File: src/rtl/ram_stream_reader_if.sv
// Purpose: groups the RAM read port and the output valid/ready stream of
//          ram_stream_reader into one bundle.
// Signals: ram_addr/ram_we/ram_q - RAM macro port (reader drives address/we)
//          out_data/out_valid/out_ready - word stream towards the consumer
// Modports: master = reader side, slave = RAM + consumer side.
interface ram_stream_reader_if #(
   parameter int unsigned AW = 4,
   parameter int unsigned DW = 8
);
   logic [AW-1:0] ram_addr;
   logic          ram_we;
   logic [DW-1:0] ram_q;
   logic [DW-1:0] out_data;
   logic          out_valid;
   logic          out_ready;

   modport master (
      output ram_addr, ram_we, out_data, out_valid,
      input  ram_q, out_ready
   );

   modport slave (
      input  ram_addr, ram_we, out_data, out_valid,
      output ram_q, out_ready
   );
endinterface

File: src/rtl/ram_stream_reader.sv
// Purpose: reads a programmable (base, count, stride) sequence of words from a
//          synchronous-read RAM, streams each word out on valid/ready, keeps a
//          running checksum and pulses done at the end of the sequence.
// Ports:   clk, rst_n           - clock, async active-low reset
//          start, abort         - begin sequence (IDLE only) / abandon sequence
//          base_addr/count/stride - sequence parameters, latched on start
//          sum                  - running checksum of words read
//          busy, done           - not-idle flag, one-cycle completion pulse
//          bus (master)         - RAM read port and output stream
module ram_stream_reader #(
   parameter int unsigned AW = 4,
   parameter int unsigned DW = 8,
   parameter int unsigned SW = 20
) (
   input  logic                     clk,
   input  logic                     rst_n,
   input  logic                     start,
   input  logic                     abort,
   input  logic [AW-1:0]            base_addr,
   input  logic [AW:0]              count,
   input  logic [AW-1:0]            stride,
   output logic [SW-1:0]            sum,
   output logic                     busy,
   output logic                     done,
   ram_stream_reader_if.master      bus
);

   localparam int unsigned CW = AW + 1;

   typedef enum logic [2:0] {
      S_IDLE  = 3'd0,
      S_READ  = 3'd1,
      S_LATCH = 3'd2,
      S_HOLD  = 3'd3,
      S_DONE  = 3'd4
   } state_e;

   state_e         state_q,  state_d;
   logic [AW-1:0]  addr_q,   addr_d;
   logic [AW-1:0]  stride_q, stride_d;
   logic [CW-1:0]  rem_q,    rem_d;
   logic [DW-1:0]  data_q,   data_d;
   logic           valid_q,  valid_d;
   logic [SW-1:0]  sum_q,    sum_d;
   logic           busy_q,   busy_d;
   logic           done_q,   done_d;

   // State and datapath registers
   always_ff @(posedge clk or negedge rst_n) begin
      if (!rst_n) begin
         state_q  <= S_IDLE;
         addr_q   <= '0;
         stride_q <= '0;
         rem_q    <= '0;
         data_q   <= '0;
         valid_q  <= 1'b0;
         sum_q    <= '0;
         busy_q   <= 1'b0;
         done_q   <= 1'b0;
      end else begin
         state_q  <= state_d;
         addr_q   <= addr_d;
         stride_q <= stride_d;
         rem_q    <= rem_d;
         data_q   <= data_d;
         valid_q  <= valid_d;
         sum_q    <= sum_d;
         busy_q   <= busy_d;
         done_q   <= done_d;
      end
   end

   // Next-state and datapath updates
   always_comb begin
      state_d  = state_q;
      addr_d   = addr_q;
      stride_d = stride_q;
      rem_d    = rem_q;
      data_d   = data_q;
      valid_d  = valid_q;
      sum_d    = sum_q;

      unique case (state_q)
         S_IDLE: begin
            if (start) begin
               addr_d   = base_addr;
               rem_d    = count;
               stride_d = stride;
               sum_d    = '0;
               state_d  = (count == '0) ? S_DONE : S_READ;
            end
         end
         S_READ: begin
            state_d = abort ? S_IDLE : S_LATCH;
         end
         S_LATCH: begin
            if (abort) begin
               valid_d = 1'b0;
               state_d = S_IDLE;
            end else begin
               data_d  = bus.ram_q;
               valid_d = 1'b1;
               sum_d   = sum_q + SW'(bus.ram_q);
               state_d = S_HOLD;
            end
         end
         S_HOLD: begin
            if (abort) begin
               valid_d = 1'b0;
               state_d = S_IDLE;
            end else if (valid_q && bus.out_ready) begin
               valid_d = 1'b0;
               addr_d  = addr_q + stride_q;
               rem_d   = rem_q - CW'(1);
               state_d = (rem_q == CW'(1)) ? S_DONE : S_READ;
            end
         end
         S_DONE: begin
            state_d = S_IDLE;
         end
         default: begin
            state_d = S_IDLE;
         end
      endcase

      // Flags are registered from the next state so they align with the state
      busy_d = (state_d != S_IDLE);
      done_d = (state_d == S_DONE);
   end

   assign bus.ram_addr  = addr_q;
   assign bus.ram_we    = 1'b0;
   assign bus.out_data  = data_q;
   assign bus.out_valid = valid_q;
   assign sum           = sum_q;
   assign busy          = busy_q;
   assign done          = done_q;

endmodule

File: src/flat_wrapper.sv
// flat-port wrapper written by rule: the top's interface ports become plain ports
module ram_stream_reader_flat 
#(
   parameter int unsigned AW = 4,
   parameter int unsigned DW = 8,
   parameter int unsigned SW = 20
)
  (clk, rst_n, start, abort, base_addr, count, stride, sum, busy, done, bus_ram_addr, bus_ram_we, bus_out_data, bus_out_valid, bus_ram_q, bus_out_ready);
  ram_stream_reader_if #(.AW(AW), .DW(DW)) bus_i ();
  input  logic clk;
  input  logic rst_n;
  input  logic start;
  input  logic abort;
  input  logic [AW-1:0] base_addr;
  input  logic [AW:0] count;
  input  logic [AW-1:0] stride;
  output logic [SW-1:0] sum;
  output logic busy;
  output logic done;
  output wire logic [$bits(bus_i.ram_addr)-1:0] bus_ram_addr;
  output wire logic [$bits(bus_i.ram_we)-1:0] bus_ram_we;
  output wire logic [$bits(bus_i.out_data)-1:0] bus_out_data;
  output wire logic [$bits(bus_i.out_valid)-1:0] bus_out_valid;
  input wire logic [$bits(bus_i.ram_q)-1:0] bus_ram_q;
  input wire logic [$bits(bus_i.out_ready)-1:0] bus_out_ready;
  assign bus_ram_addr = bus_i.ram_addr;
  assign bus_ram_we = bus_i.ram_we;
  assign bus_out_data = bus_i.out_data;
  assign bus_out_valid = bus_i.out_valid;
  assign bus_i.ram_q = bus_ram_q;
  assign bus_i.out_ready = bus_out_ready;
  ram_stream_reader #(.AW(AW), .DW(DW), .SW(SW)) u_core (.clk(clk), .rst_n(rst_n), .start(start), .abort(abort), .base_addr(base_addr), .count(count), .stride(stride), .sum(sum), .busy(busy), .done(done), .bus(bus_i));
endmodule
File: config.mk
export PLATFORM = sky130hd
export DESIGN_NAME = ram_stream_reader_flat
export DESIGN_NICKNAME = d
export VERILOG_FILES = /design/src/rtl/ram_stream_reader_if.sv /design/src/rtl/ram_stream_reader.sv /design/src/flat_wrapper.sv
export SDC_FILE = /design/constraint.sdc
export NUM_CORES = 1
export LEC_CHECK = 0
export BUFFER_PORTS_ARGS = -buffer_cell sky130_fd_sc_hd__buf_2
export CAP_MARGIN = 20
export CELL_PAD_IN_SITES_DETAIL_PLACEMENT = 0
export CELL_PAD_IN_SITES_GLOBAL_PLACEMENT = 2
export CORE_ASPECT_RATIO = 1.1
export CORE_MARGIN = 2
export CORE_UTILIZATION = 32
export DETAILED_ROUTE_END_ITERATION = 10
export GPL_TIMING_DRIVEN = 0
export PLACE_DENSITY_LB_ADDON = 0.3
export SLEW_MARGIN = 20
export SYNTH_ARGS = -nofsm -noshare
export SYNTH_HDL_FRONTEND = slang
export SYNTH_SLANG_ARGS = --single-unit
File: constraint.sdc
create_clock -name clk -period 2.79 [get_ports clk]
set_input_delay 0.279 -clock clk [delete_from_list [all_inputs] [get_ports clk]]
set_output_delay 0.279 -clock clk [all_outputs]
set_load 0.02 [all_outputs]
==> results of run 1 <==
registers in the layout, indices dropped and copies added (netlist names):
name / cells
u_core.sum: 20
u_core.bus.out_data: 8
u_core.rem_q: 5
u_core.bus.ram_addr: 4
u_core.stride_q: 4
u_core.state_q: 3
u_core.bus.out_valid: 1
u_core.busy: 1
u_core.done: 1
timing repair:
action | in CTS | in global routing
hold buffers | 0 | 0
setup endpoints to repair | 0 | 4
resized for setup | 0 | 0
hold endpoints to repair | 0 | 0
area by class of cell:
cell class	count	area, sq um
Inverter	7	26.3
Tap cell	111	139
Multi-Input combinational cell	221	1390
Buffer	14	85.1
Fill cell	878	5040
Clock buffer	5	68.8
Clock inverter	3	43.8
Sequential cell	47	1180
Timing Repair Buffer	60	303
logic make-up after synthesis:
kind of cell / after synthesis / synth area share, %
muxes: 7 / 2.61
DFF: 47 / 43.9
AOI/OAI and AO/OA: 72 / 16.5
and+or+nand+nor: 119 / 22.7
buffers and inverters: 22 / 4.29
xor gates and xnor gates: 7 / 2.29
adders and majority gates: 15 / 7.56
other: 1 / 0.140
routing by layer:
metal / track usage (%) / wire, microns / up-vias
li1: - / - / 1153
met1: 19.0 / 2920 / 1074
met2: 24.9 / 2930 / 54
met3: 3.38 / 335 / 6
met4: 4.20 / 74 / 0
met5: 0 / 0 / -
report_power, final:
part,switching [uW],internal (uW)
combinational,853,551
sequential,160,901
clock,250,267
through the flow:
| step | power [uW] | hold WS [ns] | instance area (sq um) | setup WS, ns | util (%) |
|---|---|---|---|---|---|
| 3_5_place_dp | 2510 | 0.357 | 3120 | 0.166 | 37.7 |
| 4_1_cts | 3040 | 0.0166 | 3240 | 0.173 | 39.1 |
| 3_3_place_gp | 2490 | 0.452 | 3120 | 0.163 | 37.7 |
| 6_report | 2980 | -0.00945 | 3230 | 0.360 | 39.0 |
| 5_1_grt | 3260 | 0.0296 | 3230 | 0.112 | 39.0 |
| 2_1_floorplan | 2090 | -0.0166 | 2680 | 0.443 | - |
critical path, stage by stage (launching register included):
cell and delay (ns):
dfrtp_1 0.42, ha_1 0.22, fa_1 0.41, a21o_1 0.21
a221oi_1 0.38, o21a_1 0.42, or4_1 0.18, a21oi_1 0.06
cells in the mapped netlist, types with 4 or more instances:
library cell / number / area, sq um
nand2_1: 62 / 233
dfrtp_1: 47 / 1180
a21oi_1: 26 / 130
o21ai_0: 21 / 105
nor2_1: 15 / 56.3
ha_1: 13 / 163
clkbuf_1: 8 / 30.0
inv_1: 7 / 26.3
mux2i_1: 7 / 70.1
nor3_1: 5 / 25.0
xor2_1: 5 / 43.8
a21o_1: 4 / 30.0
nand4_1: 4 / 25.0
or3_1: 4 / 25.0
worst max path at each step:
stage	slack, ns	from	endpoint
6_report	0.36	u_core.sum[0]	u_core.sum[14]
5_1_grt	0.11	u_core.sum[0]	u_core.sum[18]
4_1_cts	0.17	u_core.sum[0]	u_core.sum[18]
3_5_place_dp	0.17	bus_ram_q[0]	u_core.sum[18]
3_3_place_gp	0.16	bus_ram_q[0]	u_core.sum[12]
2_1_floorplan	0.44	u_core.sum[0]	u_core.sum[12]
==> results.toml, run 1 <==
[critical_path]
cp_data_arrival_time_ns = 2.60
rr_startpoint = "u_core.sum[0]"
cp.required_ns = 2.96
r2r_end = "u_core.sum[14]"
r2r_cells = 7
critPathMaxFanout = 12
start_kind = "flop"
r2r_setup_slack_ns = 0.36
cp-end-kind = "flop"
criticalPathCategory = "reg2reg"

[logic_synthesis]
syn_nets = 331
seq_area_frac_synth_pct = 43.9
synth-seq-cells = 47
ys.flop_type = "dfrtp_1"
syn_inst = 290
synth_cell_types = 53
synthArstFlopShare_pct = 100
syn-cell-area_sq_um = 2680
ys_warn_count = 0
synth_edf_count = 0
syn_avg_cell_area_sq_um = 9.25

[cts]
h-tree-depth = 2
clkTransAtPathRegs_ns = 0.10
numCtsBuffers = 5
postCtsSetupBuffers = 0
root_buffer = "clkbuf_8"
cts_tree = "done"
clk_latency_ns = 0.31
cts_sinks = 47
clockBufferDepth = 2

[placed_design]
dp.cells = 461
io_buffers = 60
dpl.hpwl_microns = 4590
gp_congestion = 0.727

[global_route]
grt_max_degree = 48
overflow = 0
grt_pass1_vias = 2251
grt_use_total_pct = 14.7
antenna_found_initial = 0
grt_pass1_wl_microns = 10800

[sta]
rsz0062_at_grt = "false"
totalNegativeSetupSlack_ns = 0
finalHoldWorstSlack_ns = -0.00945
finalCritPeriodShare_pct = 87.1
final_hold_viol_count = 12
max_slew_margin_pct = 54.6
skew_ns = 0.0127
period_minus_slack_ns = 2.43
slew_violations = 0
fmax_mhz = 412
setup_violations = 0
worstMarginPinSlew_ns = 0.680

[finish]
fin_cells = 468
syn2layout_area_growth_pct = 20.5
final_nets = 397
final_cell_mix = "62 x nand2_1, 61 x buf_2, 47 x dfrtp_1"
drive_above_1_share_pct = 22.7
final_common_cell = "nand2_1"
num_antenna_cells = 0

[hold_path]
min_path_type = "in2async"

[routing]
vias_per_cell = 4.89
ant_nets = 0
route.detailed.drc = 0
wirelength_microns = 6260
wl_per_cell_microns = 13.4
drt_pass1_iterations = 4
vias = 2287
drt_iter0_drc = 93

[run]
cap_violations = 0

[power_and_ir_drop]
power-per-cell-area_nw_per_um2 = 923
p_leak_uw = 0.00160
ir_worst_vdd_mv = 0.343

[die]
fp.dieH_microns = 100
rows = 35
coreArea_sq_um = 8280
ios = 62
die_w_microns = 91.3
die_area_sq_um = 9130
initial_core_util_pct = 32.4

[run_status]
violations = "negative hold slack"
status = "complete, but fails checks"
Power figures use the tool's default switching activity.
==> inputs of run 2 (changes only) <==
- PLACE_DENSITY: not set -> 0.79
- PLACE_DENSITY_LB_ADDON: 0.3 -> not set
==> results.toml, run 2 (synthesized netlist as in run 1, its figures left out) <==
[cts]
h-tree-depth = 2
post_cts_resized = 0
clkTransAtPathRegs_ns = 0.09
clockBufferDepth = 2
cts_hold_buf = 0
clk_latency_ns = 0.30
cts_tree = "done"
numCtsBuffers = 5
root_buffer = "clkbuf_8"
postCtsSetupBuffers = 0
cts_sinks = 47

[global_route]
grt_max_degree = 48
antenna_found_initial = 0
overflow = 0
grt_pass1_wl_microns = 10300
grt_use_total_pct = 14.0
grt_pass1_vias = 2153

[power_and_ir_drop]
comb_power_share_pct = 45.8
power.switching_uw = 1250
power-per-cell-area_nw_per_um2 = 941
switching_share_pct = 40.8
clkPwrFrac_pct = 19.5
ir_worst_vdd_mv = 0.427
internal_power_uw = 1810
p_leak_uw = 0.00161
seqPwrFrac_pct = 34.7

[routing]
wirelength_microns = 6280
wl_per_cell_microns = 13.4
drt_pass1_iterations = 5
vias = 2270
ant_nets = 0
vias_per_cell = 4.85
route.detailed.drc = 0
drt_iter0_drc = 72

[sta]
final_hold_viol_count = 4
finalCritPeriodShare_pct = 88.5
fmax_mhz = 405
max_slew_margin_pct = 54.7
finalHoldWorstSlack_ns = -0.0123
totalNegativeSetupSlack_ns = 0
rsz0062_at_grt = "false"
slew_violations = 0
worstMarginPinSlew_ns = 0.680
setup_violations = 0
skew_ns = 0.0115
period_minus_slack_ns = 2.47

[placed_design]
io_buffers = 60
gp_congestion = 0.768
dpl.hpwl_microns = 4600
placed_area_sq_um = 3120

[die]
fp.dieH_microns = 100
rows = 35
initial_core_util_pct = 32.4
coreArea_sq_um = 8280
die_w_microns = 91.3
die_area_sq_um = 9130
ios = 62

[finish]
final_nets = 397
final_common_cell = "nand2_1"
final_cell_mix = "62 x nand2_1, 61 x buf_2, 47 x dfrtp_1"
syn2layout_area_growth_pct = 21.3
drive_above_1_share_pct = 22.4
final_cell_area_sq_um = 3250
largest_register_ffs = 20
num_antenna_cells = 0

[critical_path]
critPathMaxFanout = 12
criticalPathCategory = "reg2reg"
start_kind = "flop"
cp-end-kind = "flop"
cp.required_ns = 3.01
cp_data_arrival_time_ns = 2.69
crit_path_cell_trace = "ha_1 > fa_1 > a21o_1 > a221oi_1 > o21a_1 > o21ai_0 > a21oi_1"
cpPeakStageDelay_ns = 0.43
slowest_stage = "o21a_1"

[hold_path]
min_path_type = "in2async"

[run_status]
status = "complete, but fails checks"
violations = "negative hold slack"

[run]
cap_violations = 0
run 2: power by group through the flow:
stage          clock network [uW]  registers [uW]  logic (uW)
3_3_place_gp                    0            1070        1410
3_5_place_dp                    0            1080        1430
4_1_cts                       621            1070        1430
6_report                      596            1060        1400
5_1_grt                       645            1090        1580
2_1_floorplan                   0            1240         851
run 2: area by class of cell:
| type | count | area (sq um) |
|---|---|---|
| clock inverters | 2 | 60.1 |
| well taps | 111 | 139 |
| multi-input cells | 221 | 1390 |
| clock buffers | 6 | 72.6 |
| flip-flops and latches | 47 | 1180 |
| plain buffers | 14 | 85.1 |
| repair buffers | 60 | 303 |
| fillers | 856 | 5020 |
| inverters | 7 | 26.3 |
run 2: final timing paths:
check	startpoint	end	slack, ns	cells after the start
worst min register to register	u_core.bus.out_data[3]	u_core.bus.out_data[3]	0.48	2
worst max register to register	u_core.sum[0]	u_core.sum[18]	0.32	7
worst min-delay path	rst_n	u_core.bus.out_data[0]	-0.01	1
worst max-delay path	u_core.sum[0]	u_core.sum[18]	0.32	7
min in group clk	stride[2]	u_core.stride_q[2]	0.17	3
max in group asynchronous	rst_n	u_core.stride_q[0]	2.37	1
run 2: routing by layer:
layer,GRT usage (%),routed length (microns),part of all wire (%)
met1,18.4,3050,49
met2,23.5,2900,46
met3,3.23,282,4.5
met4,3.38,55,0.88
met5,0,0,0
run 2: worst max-delay path, delay by kind of cell, from the launching register on:
kind,cells,cell delay [ns]
DFF,1,0.42
AOI/OAI and AO/OA,5,1.33
adders and majority gates,2,0.63
run 2: metrics by stage:
stage	total power, uW	std cells	hold slack (ns)	setup WS [ns]	utilization (%)
after floorplan	2090	290	-0.0166	0.443	-
after global placement	2480	461	0.452	0.191	37.7
after detailed placement	2500	461	0.351	0.145	37.7
after CTS	3110	469	0.0145	0.131	39.3
after global routing	3320	468	0.0380	0.0562	39.3
final	3060	468	-0.0123	0.321	39.3
==> inputs of run 3 (changes only) <==
==> constraint.sdc (replaced) <==
create_clock -name clk -period 2.6 [get_ports clk]
set_input_delay 0.13 -clock clk [delete_from_list [all_inputs] [get_ports clk]]
set_output_delay 0.13 -clock clk [all_outputs]
set_load 0.02 [all_outputs]
==> results.toml, run 3 (synthesized netlist as in run 1, its figures left out) <==
[routing]
wirelength_microns = 6270
route.detailed.drc = 0
drt_pass1_iterations = 5
vias_per_cell = 4.85
wl_per_cell_microns = 13.4
vias = 2276
drt_iter0_drc = 81
ant_nets = 0

[placed_design]
gp_congestion = 0.768
io_buffers = 60
placed_area_sq_um = 3120
dpl.hpwl_microns = 4600

[power_and_ir_drop]
ir_worst_vdd_mv = 0.457
finalPower_uw = 3280
p_leak_uw = 0.00161
power-per-cell-area_nw_per_um2 = 1010

[die]
initial_core_util_pct = 32.4
rows = 35
coreArea_sq_um = 8280
die_w_microns = 91.3
fp.dieH_microns = 100
die_area_sq_um = 9130
ios = 62

[cts]
cts_tree = "done"
cts_sinks = 47
root_buffer = "clkbuf_8"
h-tree-depth = 2
numCtsBuffers = 5
clk_latency_ns = 0.30
clockBufferDepth = 2
clkTransAtPathRegs_ns = 0.09

[sta]
period_minus_slack_ns = 2.36
finalCritPeriodShare_pct = 90.9
totalNegativeSetupSlack_ns = 0
fmax_mhz = 423
rsz0062_at_grt = "false"
slew_violations = 0
final_hold_viol_count = 0
skew_ns = 0.0127
setup_violations = 0
worstMarginPinSlew_ns = 0.683
max_slew_margin_pct = 54.4

[critical_path]
cp-end-kind = "flop"
cp.required_ns = 2.82
cp_data_arrival_time_ns = 2.58
criticalPathCategory = "reg2reg"
crit_path_cell_trace = "ha_1 > fa_1 > a21o_1 > a221oi_1 > o21a_2 > o21ai_0 > a21oi_1"
cpPeakStageDelay_ns = 0.42
start_kind = "flop"
slowest_stage = "dfrtp_1"
cp_num_buf_inv = 0
critPathMaxFanout = 12
critPathTopFamily = "compound AO/OA/AOI/OAI gates"

[global_route]
grt_pass1_wl_microns = 10300
grt_use_total_pct = 14.0
grt_pass1_vias = 2158
antenna_found_initial = 0
overflow = 0
grt_max_degree = 48

[finish]
num_antenna_cells = 0
drive_above_1_share_pct = 22.6
syn2layout_area_growth_pct = 21.7
fillCellCount = 859
final_cell_area_sq_um = 3260
largest_register_ffs = 20
final_common_cell = "nand2_1"
final_nets = 398
final_cell_mix = "62 x nand2_1, 61 x buf_2, 47 x dfrtp_1"

[run_status]
status = "complete, no violations"

[run]
cap_violations = 0

[hold_path]
min_path_type = "in2reg"
[run 3: cell types whose count changed in the layout (fill, tap and decap cells not counted), sizes merged]
cell / previous run / this run
dlygate4sd3: 0 / 1
[run 3: layout make-up]
type,count,area (sq um),share of cell area [%]
multi-input cells,221,1390,42.6
inverters,7,26.3,0.805
clock buffers,6,72.6,2.22
plain buffers,14,85.1,2.61
clock inverters,2,60.1,1.84
flip-flops and latches,47,1180,36.0
well taps,111,139,4.26
repair buffers,61,313,9.59
[run 3: per-stage QoR]
step                std cells  utilization [%]  setup WS (ns)  hold WS [ns]
finish                    469             39.4          0.238        0.0190
global route              469             39.4         0.0396       0.00799
CTS                       469             39.4         0.0963       0.00970
detailed placement        461             37.7        -0.0301         0.202
global placement          461             37.7         0.0108         0.320
floorplan                 290                -          0.253        -0.166
[run 3: worst paths after layout]
check / from / to / slack (ns) / cells past startpoint
hold / removal: stride[2] / u_core.stride_q[2] / 0.02 / 3
hold reg to reg: u_core.bus.out_data[3] / u_core.bus.out_data[3] / 0.48 / 2
setup reg to reg: u_core.sum[0] / u_core.sum[18] / 0.24 / 7
max in group asynchronous: rst_n / u_core.stride_q[0] / 1.78 / 2
setup / recovery: u_core.sum[0] / u_core.sum[18] / 0.24 / 7
min in group asynchronous: rst_n / u_core.bus.out_data[0] / 0.39 / 2
[run 3: report_power, final]
part	switching, uW	leakage, uW	internal [uW]	total (uW)
registers	173	0.000612	967	1140
logic	911	0.000936	593	1500
clock network	257	0.0000654	385	641
total	1340	0.00161	1940	3280
[run 3: worst register-to-register path, cell delays in order, from the launching register on]
cell	delay, ns
dfrtp_1	0.42
ha_1	0.22
fa_1	0.41
a21o_1	0.21
a221oi_1	0.42
o21a_2	0.34
o21ai_0	0.12
a21oi_1	0.15
[run 3: repair_timing]
item                       4_1_cts  5_1_grt
hold endpoints to repair        47        0
gates cloned                     0        0
setup endpoints to repair        3        5
gates resized for setup          0        1
hold buffers                     1        0
buffers inserted                 0        0
[run 3: routing by layer]
layer | up-vias | share of wire [%] | GRT usage (%)
li1 | 1153 | - | -
met1 | 1066 | 48 | 18.3
met5 | - | 0 | 0
met2 | 52 | 47 | 23.5
met3 | 5 | 4.5 | 3.23
met4 | 0 | 0.88 | 3.38
